## src/rtl/decode_pkg.sv

```systemverilog
// decode_pkg: shared constants and types for the decode stage scoreboard.
//   - Opcode constants: R-type, load, store, beq, bne.
//   - sb_entry_t: one scoreboard slot {valid, dest, is_load}; SB_ENTRY_W is its width.
package decode_pkg;

  localparam logic [5:0] OP_RTYPE = 6'b000000;
  localparam logic [5:0] OP_LOAD  = 6'b100011;
  localparam logic [5:0] OP_STORE = 6'b101011;
  localparam logic [5:0] OP_BEQ   = 6'b000100;
  localparam logic [5:0] OP_BNE   = 6'b000101;

  localparam int SB_ENTRY_W = 7;

  typedef struct packed {
    logic       valid;
    logic [4:0] dest;
    logic       is_load;
  } sb_entry_t;

endpackage

```

## src/rtl/hazard_sb.sv

```systemverilog
// hazard_sb: shift-register scoreboard of in-flight producers plus source compare.
// Ports:
//   clock      - state updates on the falling edge
//   reset_n    - synchronous active-low reset, empties every slot
//   push_i     - record shifted into slot 0 every edge (valid=0 when nothing issued)
//   req_i      - an instruction is being offered (hazards only exist when set)
//   rs_i/rt_i  - source registers of the offered instruction
//   use_rt_i   - rt is a real source (R-type, store, branch)
//   hazard_o   - combinational: offered instruction must wait
// Config: DECODE_FWD_EN restricts hazards to a load sitting in slot 0.
module hazard_sb
  import decode_pkg::*;
#(
  parameter int DEPTH = 3
) (
  input  logic       clock,
  input  logic       reset_n,
  input  sb_entry_t  push_i,
  input  logic       req_i,
  input  logic [4:0] rs_i,
  input  logic [4:0] rt_i,
  input  logic       use_rt_i,
  output logic       hazard_o
);

  sb_entry_t sb_q [DEPTH];
  sb_entry_t sb_d [DEPTH];
  logic      hit_s;

  // Next scoreboard contents: new record at slot 0, everything else ages by one.
  always_comb begin
    sb_d[0] = push_i;
    for (int i = 1; i < DEPTH; i++) begin
      sb_d[i] = sb_q[i-1];
    end
  end

  // Scoreboard storage; the oldest slot simply falls off the end.
  always_ff @(negedge clock) begin
    if (!reset_n) begin
      for (int i = 0; i < DEPTH; i++) begin
        sb_q[i] <= '0;
      end
    end else begin
      for (int i = 0; i < DEPTH; i++) begin
        sb_q[i] <= sb_d[i];
      end
    end
  end

  // Compare the offered sources against the pre-shift scoreboard; r0 never hazards.
  always_comb begin
    hit_s = 1'b0;
    if (req_i) begin
`ifdef DECODE_FWD_EN
      // ALU results are forwarded, only a load still in the newest slot blocks.
      if (sb_q[0].valid && sb_q[0].is_load && (sb_q[0].dest != 5'd0) &&
          ((sb_q[0].dest == rs_i) || (use_rt_i && (sb_q[0].dest == rt_i)))) begin
        hit_s = 1'b1;
      end else begin
        hit_s = 1'b0;
      end
`else
      for (int i = 0; i < DEPTH; i++) begin
        if (sb_q[i].valid && (sb_q[i].dest != 5'd0) &&
            ((sb_q[i].dest == rs_i) || (use_rt_i && (sb_q[i].dest == rt_i)))) begin
          hit_s = 1'b1;
        end
      end
`endif
    end else begin
      hit_s = 1'b0;
    end
  end

  assign hazard_o = hit_s;

endmodule

```

## src/rtl/decode_sb.sv

```systemverilog
// decode_sb: instruction decode stage with a producer scoreboard interlock.
// Ports:
//   clock, reset_n        - falling-edge clock, synchronous active-low reset
//   ir, pc_in             - fetched instruction (bit 0 = MSB) and its pc
//   in_valid / in_ready   - fetch handshake (in_ready is combinational)
//   out_valid / out_ready - execute handshake (outputs registered)
//   pc_out, immed, op, fc, a_reg_add, b_reg_add, d_reg_add, d_we - decoded fields
//   stall_if   - !in_ready
//   stall_pipe - a bubble was inserted at the last edge
//   hazard_cnt - saturating count of bubble cycles
// Unused register fields are driven as 0 (b for I-type, d for store/branch).
// Config: DECODE_FWD_EN (see hazard_sb) selects load-use-only interlocking.
module decode_sb
  import decode_pkg::*;
#(
  parameter int DEPTH = 3,
  parameter int XLEN  = 32
) (
  input  logic            clock,
  input  logic            reset_n,
  input  logic [0:31]     ir,
  input  logic [0:XLEN-1] pc_in,
  input  logic            in_valid,
  output logic            in_ready,
  output logic            out_valid,
  input  logic            out_ready,
  output logic [0:XLEN-1] pc_out,
  output logic [0:XLEN-1] immed,
  output logic [0:5]      op,
  output logic [0:5]      fc,
  output logic [0:4]      a_reg_add,
  output logic [0:4]      b_reg_add,
  output logic [0:4]      d_reg_add,
  output logic            d_we,
  output logic            stall_if,
  output logic            stall_pipe,
  output logic [15:0]     hazard_cnt
);

  logic [5:0]      op_s;
  logic [4:0]      rs_s, rt_s, rd_s, dest_s;
  logic            use_rt_s, we_s, hazard_s, can_take_s, in_ready_s, accept_s;
  sb_entry_t       push_s;

  logic            out_valid_q, out_valid_d;
  logic            stall_q, stall_d;
  logic [15:0]     cnt_q, cnt_d;
  logic [0:XLEN-1] pc_q, pc_d, imm_q, imm_d;
  logic [5:0]      op_q, op_d, fc_q, fc_d;
  logic [4:0]      a_q, a_d, b_q, b_d, d_q, d_d;
  logic            we_q, we_d;

  assign op_s = ir[0:5];
  assign rs_s = ir[6:10];
  assign rt_s = ir[11:15];
  assign rd_s = ir[16:20];

  // Instruction class: which operands are sources and where the result goes.
  always_comb begin
    case (op_s)
      OP_RTYPE: begin
        use_rt_s = 1'b1;
        dest_s   = rd_s;
        we_s     = 1'b1;
      end
      OP_STORE, OP_BEQ, OP_BNE: begin
        use_rt_s = 1'b1;
        dest_s   = 5'd0;
        we_s     = 1'b0;
      end
      default: begin
        use_rt_s = 1'b0;
        dest_s   = rt_s;
        we_s     = 1'b1;
      end
    endcase
  end

  assign can_take_s = !out_valid_q || out_ready;
  assign in_ready_s = !hazard_s && can_take_s;
  assign accept_s   = in_valid && in_ready_s;
  assign push_s     = {accept_s & we_s, dest_s, (op_s == OP_LOAD)};

  hazard_sb #(.DEPTH(DEPTH)) u_sb (
    .clock    (clock),
    .reset_n  (reset_n),
    .push_i   (push_s),
    .req_i    (in_valid),
    .rs_i     (rs_s),
    .rt_i     (rt_s),
    .use_rt_i (use_rt_s),
    .hazard_o (hazard_s)
  );

  // Output register next state: load on accept, drop valid on drain, else hold.
  always_comb begin
    pc_d  = pc_q;
    imm_d = imm_q;
    op_d  = op_q;
    fc_d  = fc_q;
    a_d   = a_q;
    b_d   = b_q;
    d_d   = d_q;
    we_d  = we_q;
    if (accept_s) begin
      out_valid_d = 1'b1;
      pc_d        = pc_in;
      imm_d       = {{(XLEN-16){ir[16]}}, ir[16:31]};
      op_d        = op_s;
      fc_d        = ir[26:31];
      a_d         = rs_s;
      b_d         = use_rt_s ? rt_s : 5'd0;
      d_d         = dest_s;
      we_d        = we_s;
    end else if (can_take_s) begin
      out_valid_d = 1'b0;
    end else begin
      out_valid_d = out_valid_q;
    end
    // A bubble only counts when downstream could have taken something.
    stall_d = hazard_s && can_take_s;
    if (stall_d && (cnt_q != 16'hFFFF)) begin
      cnt_d = cnt_q + 16'd1;
    end else begin
      cnt_d = cnt_q;
    end
  end

  // Output and counter registers.
  always_ff @(negedge clock) begin
    if (!reset_n) begin
      out_valid_q <= 1'b0;
      stall_q     <= 1'b0;
      cnt_q       <= 16'd0;
      pc_q        <= '0;
      imm_q       <= '0;
      op_q        <= 6'd0;
      fc_q        <= 6'd0;
      a_q         <= 5'd0;
      b_q         <= 5'd0;
      d_q         <= 5'd0;
      we_q        <= 1'b0;
    end else begin
      out_valid_q <= out_valid_d;
      stall_q     <= stall_d;
      cnt_q       <= cnt_d;
      pc_q        <= pc_d;
      imm_q       <= imm_d;
      op_q        <= op_d;
      fc_q        <= fc_d;
      a_q         <= a_d;
      b_q         <= b_d;
      d_q         <= d_d;
      we_q        <= we_d;
    end
  end

  assign in_ready   = in_ready_s;
  assign stall_if   = !in_ready_s;
  assign out_valid  = out_valid_q;
  assign stall_pipe = stall_q;
  assign hazard_cnt = cnt_q;
  assign pc_out     = pc_q;
  assign immed      = imm_q;
  assign op         = op_q;
  assign fc         = fc_q;
  assign a_reg_add  = a_q;
  assign b_reg_add  = b_q;
  assign d_reg_add  = d_q;
  assign d_we       = we_q;

endmodule
```

## config.mk

```make
export PLATFORM = sky130hd
export DESIGN_NAME = decode_sb
export DESIGN_NICKNAME = d
export VERILOG_FILES = /design/src/rtl/decode_pkg.sv /design/src/rtl/hazard_sb.sv /design/src/rtl/decode_sb.sv
export SDC_FILE = /design/constraint.sdc
export NUM_CORES = 1
export LEC_CHECK = 0
export ABC_AREA = 0
export BUFFER_PORTS_ARGS = -buffer_cell sky130_fd_sc_hd__buf_2
export CORE_MARGIN = 5
export CORE_UTILIZATION = 54
export CTS_BUF_LIST = sky130_fd_sc_hd__clkbuf_4
export DETAILED_ROUTE_END_ITERATION = 12
export GPL_TIMING_DRIVEN = 0
export PLACE_DENSITY = 0.89
export RECOVER_POWER = 100
export SLEW_MARGIN = 20
export SYNTH_ARGS = -nofsm -noshare
export SYNTH_HDL_FRONTEND = slang
export SYNTH_SLANG_ARGS = --single-unit
```

## constraint.sdc

```tcl
create_clock -name clock -period 4.85 [get_ports clock]
set_input_delay 0.2425 -clock clock [delete_from_list [all_inputs] [get_ports clock]]
set_output_delay 0.2425 -clock clock [all_outputs]
set_load 0.02 [all_outputs]
```

==> impl_metrics.yaml, run 1 <==
run_status:
  status: "finished, violations left"
  violations: "negative setup slack"
finish:
  final_cell_mix: "clkbuf_1 (125), inv_1 (110), dfxtp_1 (102)"
  drive_above_1_share_pct: 17.4
  nets: 916
  antenna_cells: 0
  final_common_cell: "clkbuf_1"
  area_delta_synth_final_pct: 32.0
  post_layout_nonfiller_instances: 957
logic_synthesis:
  synth_fp_nets: 621
  synthDominantCellAreaShare_pct: 46.1
  synth_top_cell_by_area: "dfxtp_1"
  syn_area_sq_um: 4600
  syn_avg_cell_area_sq_um: 8.33
  yosys.cell_types.count: 39
  yosysSeqAreaShare_pct: 46.1
  syn_inst: 552
  synth.top_cells.by_area: "dfxtp_1 (46%), nand3_1 (10%), o21ai_0 (7.5%)"
  yosysWarnings: 0
  synth_seq_cells: 106
min_path:
  min_path_type: "reg2reg"
  min_from: "u_sb.sb_q[0][6]"
die:
  io_pins: 180
  dieArea_sq_um: 10500
  start_util_pct: 55.7
  die_x_microns: 102
  row_count: 33
  core_area_sq_um: 8260
  die_h_microns: 102
placed_design:
  place_inst: 830
  pre_cts_ws_ns: -0.638
  gp_congestion: 0.907
  dp_hpwl_microns: 10200
  port_buffers: 173
detailed_routing:
  vias: 5173
  wl_microns: 14200
  drt_iter0_markers: 219
  drc: 0
  avgRoutedWirePerCell_microns: 14.8
  avgViaCountPerCell: 5.41
  drt_first_pass_iters: 5
  ant_nets: 0
global_route:
  grt_usage_pct: 26.1
  grt_max_degree: 19
  overflow: 0
  grt_pass1_wl_microns: 22100
  antenna_found_initial: 0
  grt_pass1_vias: 5163
clock_tree:
  clockBufferDepth: 2
  ctsHtreeMaxLevel: 3
  clock-sinks: 106
  hold_buffers: 0
  cts-root-buf: "clkbuf_4"
  tritoncts: "yes"
  cts.clk_slew.worst_paths_ns: 0.05
  numCtsBuffers: 9
  clk_latency_ns: 0.52
timing:
  rsz0062_at_grt: "true"
  relSlewSlack_pct: 14.2
  final_max_slew_viol_count: 0
  fin_skew_ns: 0.0426
  worst_slew_pin_slew_ns: 1.28
  timing.final.ws_setup_ns: -0.195
  whs_ns: 0.474
  setup_viol: 77
  finalHoldViolations: 0
  final.setup.tns_ns: -8.88
setup_path:
  crit_type: "in2reg"
  reg2reg_from: "hazard_cnt[5]"
  arrival_ns: 2.97
  cp-start-kind: "primary input"
  worstSetupEndpointType: "flip-flop"
  required_ns: 2.77
  crit_start: "ir[0]"
  critPathMaxFanout: 10
power_and_ir_drop:
  ir_drop_mv: 0.187
  power_leakage_uw: 0.00280
  power.total_uw: 2000
  powerDensity_nw_per_um2: 329
job:
  maxCapViolCount: 0
==> path summary, 6_finish.rpt <==
path	endpoint	slack (ns)	cells after the start
worst min register to register	u_sb.sb_q[0][13]	0.47	1
worst min-delay path	u_sb.sb_q[0][13]	0.47	1
worst max register to register	hazard_cnt[1]	1.82	9
worst max-delay path	pc_out[3]	-0.20	10
==> through the flow <==
stage                     utilization, %  cell area, sq um
after floorplan                        -              4610
after global placement              67.8              5600
after detailed placement            67.8              5600
final                               73.5              6070
after CTS                           75.1              6200
after global routing                73.5              6070
==> area by class of cell <==
class	count	area (sq um)
Clock inverter	113	439
Sequential cell	106	2130
Clock buffer	9	67.6
Fill cell	718	2190
Timing Repair Buffer	180	806
Tap cell	105	131
Inverter	4	15.0
Multi-Input combinational cell	372	2130
Buffer	68	354
==> report_power, final <==
part | total (uW) | switching, uW | internal, uW
Sequential | 947 | 30.1 | 917
Clock | 749 | 532 | 217
Combinational | 300 | 197 | 103
==> Yosys cell counts <==
| cell type | n |
|---|---|
| xor2_1 | 15 |
| o211a_4 | 1 |
| a22oi_1 | 5 |
| nor2_1 | 9 |
| o211ai_1 | 1 |
| o32a_1 | 1 |
| nand2_1 | 67 |
| nand3_1 | 94 |
| nand4_1 | 2 |
| inv_1 | 4 |
| buf_1 | 5 |
| buf_2 | 8 |
| xnor2_1 | 15 |
| o2111ai_1 | 1 |
| clkbuf_1 | 32 |
| and3_1 | 3 |
| and4_1 | 1 |
| nor4_1 | 7 |
| and2_1 | 13 |
| o31ai_1 | 17 |
| mux2i_1 | 2 |
| a21boi_0 | 1 |
| o21ai_0 | 69 |
| or4_1 | 15 |
| buf_6 | 2 |
| nor2b_1 | 1 |
| o32ai_1 | 1 |
| or4bb_1 | 1 |
| nor4_4 | 1 |
| or3_1 | 2 |
| buf_4 | 22 |
| clkinv_1 | 1 |
| dfxtp_1 | 106 |
| nor3_1 | 4 |
| nand2b_1 | 4 |
| a21oi_1 | 16 |
| a21oi_2 | 1 |
| ha_1 | 1 |
| a31o_2 | 1 |
==> layer usage <==
| layer | part of all wire, % | global-route usage [%] |
|---|---|---|
| met1 | 39 | 29.3 |
| met2 | 49 | 43.4 |
| met3 | 9.3 | 9.42 |
| met4 | 2.2 | 14.0 |
| met5 | 0 | 0 |
==> cell families (layout without fill, tap and decap cells) <==
| logic type | Yosys count | in the layout | synth area share (%) |
|---|---|---|---|
| buf+inv | 74 | 374 | 8.38 |
| fa+ha+maj | 1 | 1 | 0.272 |
| compound gates | 115 | 115 | 14.5 |
| xor+xnor | 30 | 30 | 5.71 |
| simple gates | 224 | 224 | 24.6 |
| flops | 106 | 106 | 46.1 |
| mux | 2 | 2 | 0.435 |
==> registers in the layout (all words and copies together) (netlist names) <==
| register | count |
|---|---|
| stall_pipe | 1 |
| b_reg_add | 5 |
| pc_out | 32 |
| d_reg_add | 5 |
| out_valid | 1 |
| hazard_cnt | 16 |
| a_reg_add | 5 |
| immed | 16 |
| u_sb.sb_q | 18 |
| op | 6 |
| d_we | 1 |
==> critical path, cell delays in order <==
cell and delay [ns]:
clkbuf_1 0.15, or3_1 0.44, o32a_1 0.30, clkbuf_4 0.20, nor4_4 0.22, a21oi_2 0.13, o2111ai_1 0.39, clkbuf_2 0.40
clkbuf_1 0.32, o21ai_0 0.16
==> what timing repair did <==
action	in CTS	in global routing
setup endpoints to repair	73	74
resized for setup	16	3
pin swaps	8	6
setup buffers	7	0
(Power assumes the default switching activity.)
==> inputs of run 2 (changes only) <==
==> constraint.sdc (replaced) <==
create_clock -name clock -period 4.85 [get_ports clock]
set_input_delay 0.7275 -clock clock [delete_from_list [all_inputs] [get_ports clock]]
set_output_delay 0.7275 -clock clock [all_outputs]
set_load 0.02 [all_outputs]
==> run 2 against run 1 <==
Net effect: the run still ends with negative setup slack left; largest cell class unchanged; via count up 8.5%; largest power group unchanged; count of clock-buffer cells in the layout unchanged; global-route usage up 3.9 points; combinational power up 29%; clock power up 4.5%; critical path depth down 3; first-iteration DRC count up 100%; die area unchanged; utilization up 10 points; cell area up 14%; sequential share of layout area down 4.3 points; worst hold slack better by 0.00095 ns.
==> impl_metrics.yaml, run 2 (same netlist as run 1, synthesis figures left out) <==
setup_path:
  cp-start-kind: "flip-flop"
  worstPathCellList: "or4_4, o21ai_4, nor4_2, nor2_1, o211ai_1, a21boi_2, buf_4"
  critPathMaxFanout: 4
  cp_num_cells: 7
  critPathBufInv: 1
  cpMaxStageDelayCell: "or4_4"
  arrival_ns: 4.87
  reg2reg_depth: 9
  crit_type: "reg2out"
  worstSetupEndpointType: "output port"
  required_ns: 4.12
  cp_top_family: "simple AND/OR/NAND/NOR gates"
  cp_slowest_stage_delay_ns: 0.54
detailed_routing:
  avgViaCountPerCell: 5.72
  avgRoutedWirePerCell_microns: 18.0
  vias: 5613
  drt_iter0_markers: 437
  drc: 0
  ant_nets: 0
  drt_first_pass_iters: 6
  wl_microns: 17600
min_path:
  whs_path_depth: 2
  min_path_type: "reg2reg"
finish:
  final_area_sq_um: 6930
  area_delta_synth_final_pct: 50.5
  drive_above_1_share_pct: 29.1
  regArea_sq_um: 2130
  final_cell_mix: "clkbuf_1 (117), inv_1 (110), dfxtp_1 (101)"
  final_common_cell: "clkbuf_1"
  final_util_pct: 83.9
  largest_reg_flops: 32
  nets: 940
  post_layout_nonfiller_instances: 981
  fill_cells: 532
  multiInputGateArea_sq_um: 2550
power_and_ir_drop:
  powerDensity_nw_per_um2: 306
  swShare_pct: 39.7
  p_int_uw: 1280
  clkPwrFrac_pct: 37.0
  p_switching_uw: 842
  combPwrFrac_pct: 18.2
  seq_power_share_pct: 44.8
  power_leakage_uw: 0.00312
  ir_drop_mv: 0.180
placed_design:
  pre_cts_ws_ns: -0.919
  port_buffers: 173
  dpl_cell_area_sq_um: 5610
  dp_hpwl_microns: 9970
  gp_congestion: 0.952
  place_inst: 830
clock_tree:
  clockBufferDepth: 2
  cts-root-buf: "clkbuf_4"
  tritoncts: "yes"
  ctsHtreeMaxLevel: 3
  numCtsBuffers: 9
  cts.clk_slew.worst_paths_ns: 0.05
  clk_latency_ns: 0.53
  clock-sinks: 106
timing:
  finalHoldViolations: 0
  rsz0062_at_grt: "true"
  worst_slew_pin_slew_ns: 1.15
  fin_skew_ns: 0.0647
  final_max_slew_viol_count: 0
  relSlewSlack_pct: 22.4
  timing.final.ws_setup_ns: -0.752
  final.setup.tns_ns: -5.98
  setup_viol: 68
die:
  io_pins: 180
  die_x_microns: 102
  dieArea_sq_um: 10500
  row_count: 33
  die_h_microns: 102
  core_area_sq_um: 8260
  start_util_pct: 55.7
run_status:
  violations: "negative setup slack"
  status: "finished, violations left"
job:
  maxCapViolCount: 0
global_route:
  grt_max_degree: 19
  grt_pass1_vias: 5656
  overflow: 0
  antenna_found_initial: 1
  grt_pass1_wl_microns: 25100
  grt_usage_pct: 30.1
## run 2: cell count changes in the layout (fill, tap and decap cells not counted), moves of 21 or more
cell | before | now
nand3_2 | 0 | 23
o21ai_2 | 1 | 22
buf_4 | 13 | 39
o21ai_1 | 1 | 27
o21ai_0 | 66 | 18
nand3_1 | 94 | 71
## run 2: worst min-delay path, cell delays in order, from the launching register on
cell     delay [ns]
dfxtp_1        0.30
nand3_1        0.07
o21ai_1        0.06
## run 2: final timing paths
path,start,end,slack [ns]
worst max-delay path,u_sb.sb_q[0][9],in_ready,-0.75
worst min-delay path,immed[22],immed[22],0.47
worst max register to register,hazard_cnt[0],hazard_cnt[3],1.31
worst min register to register,immed[22],immed[22],0.47
## run 2: area by class of cell
cell class | instances | area share (%)
Antenna cell | 1 | 0.0361
Buffer | 64 | 6.40
Clock buffer | 9 | 0.976
Clock inverter | 112 | 6.18
Inverter | 4 | 0.217
Multi-Input combinational cell | 372 | 36.8
Sequential cell | 106 | 30.8
Tap cell | 105 | 1.90
Timing Repair Buffer | 208 | 16.8
## run 2: power by group through the flow
stage	combinational (uW)	clock, uW	sequential, uW
after global placement	299	133	959
after CTS	368	765	946
after detailed placement	306	133	962
after floorplan	145	133	1000
after global routing	411	903	952
final	386	783	950
## run 2: timing repair
item                                    4_1_cts  5_1_grt
gates cloned                                 13        0
gates resized for setup                     132       93
pin swaps                                    31       29
setup buffers                                19        4
hold buffers                                  0        0
endpoints found under the setup margin       81       88
## run 2: per-stage QoR
step | total power (uW) | hold WS (ns)
after detailed placement | 1400 | 0.448
final | 2120 | 0.474
after global placement | 1390 | 0.439
after global routing | 2270 | 0.487
after floorplan | 1280 | 0.428
after CTS | 2080 | 0.468
## run 2: layer usage
metal | up-vias | part of all wire, % | GRT usage [%]
met4 | 0 | 3.6 | 13.7
li1 | 2552 | - | -
met3 | 73 | 10 | 12.0
met1 | 2617 | 37 | 34.1
met5 | - | 0 | 0
met2 | 371 | 49 | 49.8
==> inputs of run 3 (changes only) <==
--- a/config.mk
+++ b/config.mk
@@ -14,6 +14,7 @@
 export GPL_TIMING_DRIVEN = 0
 export PLACE_DENSITY = 0.89
 export RECOVER_POWER = 100
+export SKIP_CTS_REPAIR_TIMING = 1
 export SLEW_MARGIN = 20
 export SYNTH_ARGS = -nofsm -noshare
 export SYNTH_HDL_FRONTEND = slang
==> run 3 against run 2 <==
Net effect: sequential cell count did not move; via count down 6.9%; clock power down 5.2%; utilization shrank 9.9 points; the run still ends with negative setup slack left; non-clock buffer count fell by 26; global-route usage shrank 4.5 points; die area unchanged; critical endpoint is now stall_if.
==> impl_metrics.yaml, run 3 (same netlist as run 1, synthesis figures left out) <==
run_status:
  status: "finished, violations left"
  violations: "negative setup slack"
clock_tree:
  clk_latency_ns: 0.52
  ctsHtreeMaxLevel: 3
  tritoncts: "yes"
  clock-sinks: 106
  cts.clk_slew.worst_paths_ns: 0.05
  clockBufferDepth: 2
  cts-root-buf: "clkbuf_4"
  numCtsBuffers: 9
timing:
  worst_slew_pin_slew_ns: 1.21
  relSlewSlack_pct: 18.7
  finalHoldViolations: 0
  fin_skew_ns: 0.0537
  rsz0062_at_grt: "true"
  whs_ns: 0.482
  setup_viol: 82
  timing.final.ws_setup_ns: -0.822
  final_max_slew_viol_count: 0
die:
  io_pins: 180
  die_h_microns: 102
  die_x_microns: 102
  start_util_pct: 55.7
  core_area_sq_um: 8260
  dieArea_sq_um: 10500
  row_count: 33
min_path:
  whs_path_depth: 2
  min_path_type: "reg2reg"
  hold_path_end: "pc_out[31]"
  min_from: "pc_out[31]"
setup_path:
  crit_start: "u_sb.sb_q[0][18]"
  reg2reg_depth: 9
  arrival_ns: 4.94
  worstSetupEndpointType: "output port"
  required_ns: 4.12
  crit_type: "reg2out"
  r2r-end: "hazard_cnt[10]"
  reg2reg_from: "hazard_cnt[5]"
  cp-start-kind: "flip-flop"
  rrSetupSlack_ns: 1.59
  critPathMaxFanout: 3
finish:
  antenna_cells: 0
  largest_reg_flops: 32
  nets: 914
  final_cell_mix: "clkbuf_1 (123), inv_1 (110), dfxtp_1 (103)"
  final_common_cell: "clkbuf_1"
  area_delta_synth_final_pct: 32.7
  drive_above_1_share_pct: 18.3
  final_area_sq_um: 6110
global_route:
  grt_pass1_wl_microns: 21600
  grt_usage_pct: 25.5
  overflow: 0
  grt_pass1_vias: 5082
  grt_max_degree: 19
  antenna_found_initial: 0
detailed_routing:
  drt_first_pass_iters: 5
  drc: 0
  drt_iter0_markers: 268
  vias: 5228
  wl_microns: 14200
  ant_nets: 0
  avgRoutedWirePerCell_microns: 14.9
  avgViaCountPerCell: 5.48
power_and_ir_drop:
  ir_drop_mv: 0.172
  power.total_uw: 1990
  powerDensity_nw_per_um2: 326
  power_leakage_uw: 0.00281
placed_design:
  dp_hpwl_microns: 9970
  dpl_cell_area_sq_um: 5610
  gp_congestion: 0.952
  port_buffers: 173
job:
  maxCapViolCount: 0
==> run 3: layer usage <==
metal  GRT usage (%)  vias to the layer above  part of all wire [%]
li1                -                     2496                     -
met1            29.8                     2400                    39
met2            41.2                      297                    48
met3            9.97                       35                    10
met4            12.2                        0                   2.5
met5               0                        -                     0
==> run 3: metrics by stage <==
step | worst slack, ns | utilization, % | TNS [ns] | cells
6_report | -0.822 | 73.9 | -43.30 | 954
5_1_grt | -0.851 | 73.9 | -47.90 | 954
4_1_cts | -0.908 | 73.9 | -29.66 | 950
3_5_place_dp | -0.919 | 68.0 | -72.53 | 830
3_3_place_gp | -0.875 | 68.0 | -68.48 | 830
2_1_floorplan | -0.228 | - | -17.38 | 552
==> run 3: worst max path at each step <==
stage / endpoint / slack, ns / cells past startpoint
after global routing: stall_if / -0.85 / 8
after global placement: d_reg_add[2] / -0.87 / 9
after floorplan: hazard_cnt[15] / -0.23 / 9
after detailed placement: pc_out[4] / -0.92 / 9
after CTS: stall_if / -0.91 / 8
final: stall_if / -0.82 / 8
==> run 3: final cells by class <==
cell class | count | area (sq um)
Multi-Input combinational cell | 372 | 2180
Clock buffer | 9 | 67.6
Fill cell | 698 | 2150
Buffer | 69 | 379
Sequential cell | 106 | 2130
Inverter | 4 | 15.0
Tap cell | 105 | 131
Clock inverter | 112 | 428
Timing Repair Buffer | 177 | 781
==> run 3: critical path: stages, from the launching register on <==
cell	delay [ns]
dfxtp_2	0.33
or4_4	0.53
o21ai_4	0.18
nor3_2	0.07
a21oi_2	0.26
o211ai_1	0.24
a21boi_2	0.22
inv_2	0.04
buf_4	0.15
==> run 3: power breakdown <==
| part | total [uW] | leakage (uW) | switching (uW) | internal (uW) |
|---|---|---|---|---|
| clock | 742 | 0.000626 | 531 | 211 |
| combinational | 302 | 0.00131 | 197 | 105 |
| sequential | 947 | 0.000870 | 30.7 | 917 |
